<file path="config.mk">
export PLATFORM = sky130hd
export DESIGN_NAME = stage_memory
export DESIGN_NICKNAME = d
export VERILOG_FILES = /design/src/rtl/stage_memory.sv
export SDC_FILE = /design/constraint.sdc
export NUM_CORES = 1
export LEC_CHECK = 0
export BUFFER_PORTS_ARGS = -buffer_cell sky130_fd_sc_hd__buf_2
export CELL_PAD_IN_SITES_DETAIL_PLACEMENT = 0
export CELL_PAD_IN_SITES_GLOBAL_PLACEMENT = 1
export CORE_MARGIN = 3
export CORE_UTILIZATION = 42
export DETAILED_ROUTE_END_ITERATION = 8
export PLACE_DENSITY_LB_ADDON = 0.1
export SLEW_MARGIN = 25
export SYNTH_ARGS = -nofsm -noshare
export SYNTH_HDL_FRONTEND = slang
export SYNTH_SLANG_ARGS = --single-unit
</file>
<file path="constraint.sdc">
create_clock -name clk -period 4.7 [get_ports clk]
set_clock_uncertainty 0.15 [all_clocks]
set_input_delay 0.94 -clock clk [delete_from_list [all_inputs] [get_ports clk]]
set_output_delay 0.94 -clock clk [all_outputs]
set_load 0.005 [all_outputs]
</file>
<file path="src/rtl/stage_memory.sv">
// stage_memory: vector memory stage; forwards PASS results, serializes STORE lanes to RAM, gathers LOAD lanes from RAM.
module stage_memory #(
  parameter int vectorSize = 4,
  parameter int registerSize = 8,
  parameter int addrWidth = 8
) (
  input  logic                                 clk,
  input  logic                                 reset,
  input  logic                                 valid_in,
  input  logic [1:0]                           MemOp,
  input  logic [addrWidth-1:0]                 base_addr,
  input  logic [vectorSize*registerSize-1:0]   alu_result,
  input  logic [vectorSize*registerSize-1:0]   store_data,
  input  logic [1:0]                           NZ_flags_in,
  output logic                                 stall,
  output logic [addrWidth-1:0]                 mem_addr,
  output logic [registerSize-1:0]              mem_wdata,
  output logic                                 mem_we,
  input  logic [registerSize-1:0]              mem_rdata,
  output logic                                 wb_valid,
  output logic [vectorSize*registerSize-1:0]   wb_data,
  output logic [1:0]                           wb_NZ_flags
);
  localparam int VW = vectorSize * registerSize;
  localparam int LW = (vectorSize > 1) ? $clog2(vectorSize) : 1;
  localparam logic [1:0] IDLE = 2'd0, STORE = 2'd1, LOAD = 2'd2, LAST = 2'd3;
  logic [1:0] state;
  logic [LW-1:0] lane, nl, pl;
  logic [addrWidth-1:0] base_q;
  logic [VW-1:0] sd_q, ld_vec;
  logic [VW-registerSize-1:0] ld_buf;
  logic last_lane;
  assign stall = state != IDLE;
  assign nl = lane + 1'b1;
  assign pl = lane - 1'b1;
  assign last_lane = lane == LW'(vectorSize - 1);
  // the final lane arrives from RAM while in LAST, so it joins the buffered lanes here
  assign ld_vec = {mem_rdata, ld_buf};
  always_ff @(posedge clk or posedge reset) begin
    if (reset) begin
      state <= IDLE;
      lane <= '0;
      base_q <= '0;
      sd_q <= '0;
      ld_buf <= '0;
      mem_addr <= '0;
      mem_wdata <= '0;
      mem_we <= 1'b0;
      wb_valid <= 1'b0;
      wb_data <= '0;
      wb_NZ_flags <= '0;
    end else begin
      wb_valid <= 1'b0;
      case (state)
        IDLE: if (valid_in) begin
          base_q <= base_addr;
          sd_q <= store_data;
          lane <= '0;
          if (MemOp == 2'b10) begin
            state <= STORE;
            mem_we <= 1'b1;
            mem_addr <= base_addr;
            mem_wdata <= store_data[registerSize-1:0];
          end else if (MemOp == 2'b01) begin
            state <= LOAD;
            mem_addr <= base_addr;
          end else begin
            wb_valid <= 1'b1;
            wb_data <= alu_result;
            wb_NZ_flags <= NZ_flags_in;
          end
        end
        STORE: if (last_lane) begin
          state <= IDLE;
          mem_we <= 1'b0;
        end else begin
          lane <= nl;
          mem_addr <= base_q + addrWidth'(nl);
          mem_wdata <= sd_q[nl*registerSize +: registerSize];
        end
        LOAD: begin
          // read data trails the address by one cycle, so it belongs to the previous lane
          if (lane != '0) ld_buf[pl*registerSize +: registerSize] <= mem_rdata;
          if (last_lane) state <= LAST;
          else begin
            lane <= nl;
            mem_addr <= base_q + addrWidth'(nl);
          end
        end
        default: begin
          state <= IDLE;
          wb_valid <= 1'b1;
          wb_data <= ld_vec;
          wb_NZ_flags <= {ld_vec == '0, ld_vec[VW-1]};
        end
      endcase
    end
  end
endmodule

</file>
# --- Yosys cells after proc, flatten, opt, wreduce, memory -nomap -nowiden ---
# Index checks and enable logic that the tools add are counted.
# W data, S select, Z words.
classes:
  n_addsub: 4
  mul: 0
  div: 0
  magnitude_cmp: 0
  n_eq_ne: 14
  n_shift: 3
  mux: 35
  n_bitwise: 1
  n_reduce_logical: 15
ops:
  columns: ["op", "count"]
  rows:
  - ["$mux W32", 3]
  - ["$pmux W32 S2", 1]
  - ["$mux W8", 7]
  - ["$neg A5 Y34", 1]
  - ["$shift A8 B34 Y24 const A", 1]
  - ["$shiftx A8 B34 Y24", 1]
  - ["$logic_not A32 Y1", 1]
  - ["$pmux W8 S2", 2]
  - ["$shiftx A32 B6 Y8", 1]
  - ["$bwmux W24", 1]
  - ["$mux W2", 10]
  - ["$reduce_and A4 Y1", 5]
  - ["$ne A2 B2 Y1 const B", 8]
  - ["$add A8 B2 Y8", 1]
  - ["$pmux W2 S2", 2]
  - ["$reduce_bool A2 Y1", 4]
  - ["$eq A2 B2 Y1 const B", 3]
  - ["$mux W1", 6]
  - ["$pmux W2 S3", 1]
  - ["$eq A2 B1 Y1 const B", 2]
  - ["$pmux W1 S2", 2]
  - ["$reduce_and A2 Y1", 2]
  - ["$ne A3 B3 Y1 const B", 1]
  - ["$reduce_and A3 Y1", 1]
  - ["5 further kinds", 5]
totals:
  reg_bits: 120
  latch_bits: 0
  mem_bits_rw: 0
  rom_bits: 0
  in_bits: 87
  wordCells: 83
  memories: 0

# --- Depth between registers and ports, before layout ---
logic_depth:
  word_depth: 5
  depth_mapped: 9

# --- Worst setup path before layout ---
# Ideal clock, no wire load.
synth_path:
  path_kind: "input -> register"
  from: "input MemOp[0]"
  to: "register mem_addr[3]"
  arrival_ns: 2.136
  slack_ns: 2.275
  cell_stages: 7
  n_path_buf: 1
  path_cell_list: "inv_1 -> ha_1 -> nand2b_1 -> a211o_1 -> clkbuf_1 -> nand2_1 -> o221ai_1"
synth_between:
  elab_chain_len: 4
synth_rtl:
  columns: ["element", "line_no", "rtl"]
  rows:
  - ["from (decl)", "10", "input logic [1:0] MemOp,"]
  - ["$eq A2 B2 Y1", "59", "if (MemOp == 2'b10) begin"]
  - ["$mux W8", "59", null]
  - ["$mux W8", "55", "IDLE: if (valid_in) begin"]
  - ["$pmux W8 S2", "54", "case (state)"]
  - ["to (signal assigned)", "62", "mem_addr <= base_addr;"]
  - ["to (signal assigned)", "66", "mem_addr <= base_addr;"]
  - ["to (signal assigned)", "78", "mem_addr <= base_q + addrWidth'(nl);"]
  - ["to (decl)", "16", "output logic [addrWidth-1:0] mem_addr,"]
# Several ways; a longest one is shown, not always the timed one. The select of a mux whose other input is x is not followed.
# A chain may end at the register's enable or synchronous reset.

# --- Worst setup path after layout ---
layout_path:
  from: "register lane[0]"
  to: "register mem_addr[6]"
layout_between:
  elab_chain_len: 4
layout_rtl:
  columns: ["element", "line_no", "rtl"]
  rows:
  - ["from (decl)", "28", "logic [LW-1:0] lane, nl, pl;"]
  - ["from (signal assigned)", "77", "lane <= nl;"]
  - ["from (signal assigned)", "86", "lane <= nl;"]
  - ["$add A2 B1 Y2", "34", "assign nl = lane + 1'b1;"]
  - ["$add A8 B2 Y8", "78, 87", null]
  - ["$mux W8", "73, 84", null]
  - ["$pmux W8 S2", "54", null]
  - ["to (signal assigned)", "62", null]
  - ["to (signal assigned)", "78", null]
  - ["to (signal assigned)", "87", "mem_addr <= base_q + addrWidth'(nl);"]
# Several ways; a longest one is shown, not always the timed one. The select of a mux whose other input is x is not followed.

==> reports/summary.txt <==
outcome - complete, no violations
Slew @ Worst Pin - 815 ps
number of global-route vias before repair - 4183
fraction of layout cells with a size suffix above 1 - 0.376
Post-Synthesis Cells - 461
final setup fails - 0
Post-synth top flop - dfrtp_1
dpl cells - 755
largest area contributor in the synthesized netlist - dfrtp_1
met1 Use GR - 0.245
worst setup margin - 1150 ps
clock power share - 0.246
arrival time worst endpoint - 3670 ps
Worst setup SP type - register
gr ovfl total - 0
first-pass GRT wire length - 21.7 mm
Place WS - 1090 ps
Comb power frac - 0.403
CP max-delay cell - ha_1
slew margin rel. - 0.457
max-slew violation count - 0
P_leak - 3.32 nW
fmax - 0.282 GHz
Worst setup EP type - register
Ports - 140
DR pass1 iterations - 4
Setup TNS Final - 0 ps
core area - 0.0128 mm^2
Sw Share - 0.350
internal power - 0.00353 W
Net Sw Power - 0.00190 W
final worst path period need - 3550 ps
final std cells w/o fill - 786
final WL - 13.2 mm
Via Count - 4070
most numerous cell in the Yosys netlist - dfrtp_1
RSZ-0062 raised after global routing - no
CP dominant cell by count - inv_1
Avg Inst Size Synth - 12.0 um^2
Filler cells - 1141
Synth top cells by count - dfrtp_1, nand2_1, mux2i_1
# hold bufs at CTS - 0
Initial Util - 0.434
Max-Cap Viols - 0
gr usage total - 0.191
Final Cycle Share - 0.754
CP Data Required Time - 4820 ps
top post-synthesis cells by area - dfrtp_1, mux2_2, mux2i_1
DIE HEIGHT - 121 um
gr busiest metal - met2
Layout area overhead - 26.7%
Antenna diodes - 0
H-tree depth - 4
root buf cell - clkbuf_16
DR DRC count - 0
Final ANT Viol Nets - 0
Seq/Total Area, Yosys - 0.542
Register Area - 0.00300 mm^2
total clock sinks - 120
post-synth cell types - 42
worst-skew pair later-pin latency - 410 ps
Via density - 5.18
Final Util - 0.550
multi-input combinational cell area - 0.00241 mm^2
EDFF count, synth - 0
Post-Synthesis Cell Area - 0.00555 mm^2
pin count of the biggest net entering global routing - 69
DP HPWL - 9.49 mm
Die Span X - 121 um
CTS resizes - 0
CTS tree - yes
Post-CTS Setup Inserts - 0
initial antenna violation count - 0
worst-path cell chain - inv_1 -> ha_1 -> inv_1 -> fa_1 -> nand3b_1 -> nor2_1 -> xnor2_1 -> o221ai_1
kind of critical path - reg2reg
CP peak stage delay - 830 ps
sequential share of power - 0.351
number of CTS-inserted buffers - 17
1st-iter DRT viols - 208
Ys Warns - 0
Async S/R FF share, synth - 1.00
Final Hold Viols - 0
Synth Register Bits - 120
crit-path max FO - 16
Post-Syn Nets - 563
top cell type's share of synthesized area - 0.542
DR WL/cell - 16.9 um
GR met2 Demand/Resource - 0.313
row count - 41
WP buf/inv - 2
die area - 0.0146 mm^2
VDD IR-drop max - 0.506 mV
M3 GR Usage - 0.0448
kind of cell adding the most delay to the critical path - adder cells
hold crit path type - reg2reg
PwrDens - 773 mW/mm^2
Nets - 704
RePlAce Congestion - 0.790
maximum buffer depth of the clock tree - 2
clk slew on worst S/H paths - 60 ps
I/O Buffers - 139
[metrics by stage]
stage | power, W | hold WS [ps] | instance area, um^2
after CTS | 0.00550 | 334 | 7020
after detailed placement | 0.00414 | 319 | 6410
final | 0.00543 | 328 | 7030
after global routing | 0.00587 | 344 | 7030
after floorplan | 0.00349 | 323 | 5550
after global placement | 0.00407 | 312 | 6410
[power groups by stage]
stage | clock [W] | combinational (W) | sequential, W
floorplan | 0 | 0.00165 | 0.00183
global placement | 0 | 0.00216 | 0.00191
detailed placement | 0 | 0.00221 | 0.00193
CTS | 0.00136 | 0.00223 | 0.00191
global route | 0.00142 | 0.00247 | 0.00198
finish | 0.00134 | 0.00219 | 0.00191
[registers in the layout (all words and copies together) (netlist names), 2 cells and up]
signal / flops
ld_buf: 24
sd_q: 32
wb_data: 32
state: 2
mem_wdata: 8
lane: 2
base_q: 8
wb_NZ_flags: 2
mem_addr: 8
[cell usage in the layout, fill, tap and decap left out, types with 13 or more instances in the layout]
cell type,netlist,layout
dfrtp_1,120,120
ha_1,14,13
nand2_1,60,60
mux2i_1,42,42
buf_2,14,139
mux2_2,40,40
a22o_1,24,24
clkbuf_16,0,17
o21ai_0,15,15
o21ai_1,38,37
[per-layer routing]
metal  up-vias  share of wire
li1       1953              -
met1      1983           0.43
met2       117           0.50
met3        17          0.051
met4         0          0.020
met5         -              0
[worst min-delay path, stage by stage (launching register included)]
cell and delay, ps:
dfrtp_1 330, nand2_1 50, o21ai_1 60
[logic make-up (layout without fill, tap and decap cells)]
group                      after synthesis  after routing  synth area share
DFF                                    120            120             0.542
and+or+nand+nor                        100            100            0.0875
AOI/OAI and AO/OA                       97             97             0.112
muxes                                   90             90             0.190
buffers and inverters                   34            187            0.0262
adders and majority gates               15             15            0.0352
xor gates and xnor gates                 5              5           0.00790
[cell type report]
class	count	area share
clock inverter	7	0.0164
timing repair buffer	144	0.104
sequential	120	0.427
multi-input combinational	307	0.343
clock buffer	24	0.0714
inverter	12	0.00677
tap	172	0.0306
[path summary, 6_finish.rpt]
kind | depth (start not counted) | end | from | slack, ps
max | 8 | mem_addr[6] | lane[0] | 1150
min | 2 | wb_data[14] | wb_data[14] | 330
max reg2reg | 8 | mem_addr[6] | lane[0] | 1150
min reg2reg | 2 | wb_data[14] | wb_data[14] | 330
max in group asynchronous | 3 | ld_buf[22] | reset | 2950
min in group asynchronous | 2 | mem_addr[0] | reset | 540
Note: power is estimated with default switching activity, not from simulation.
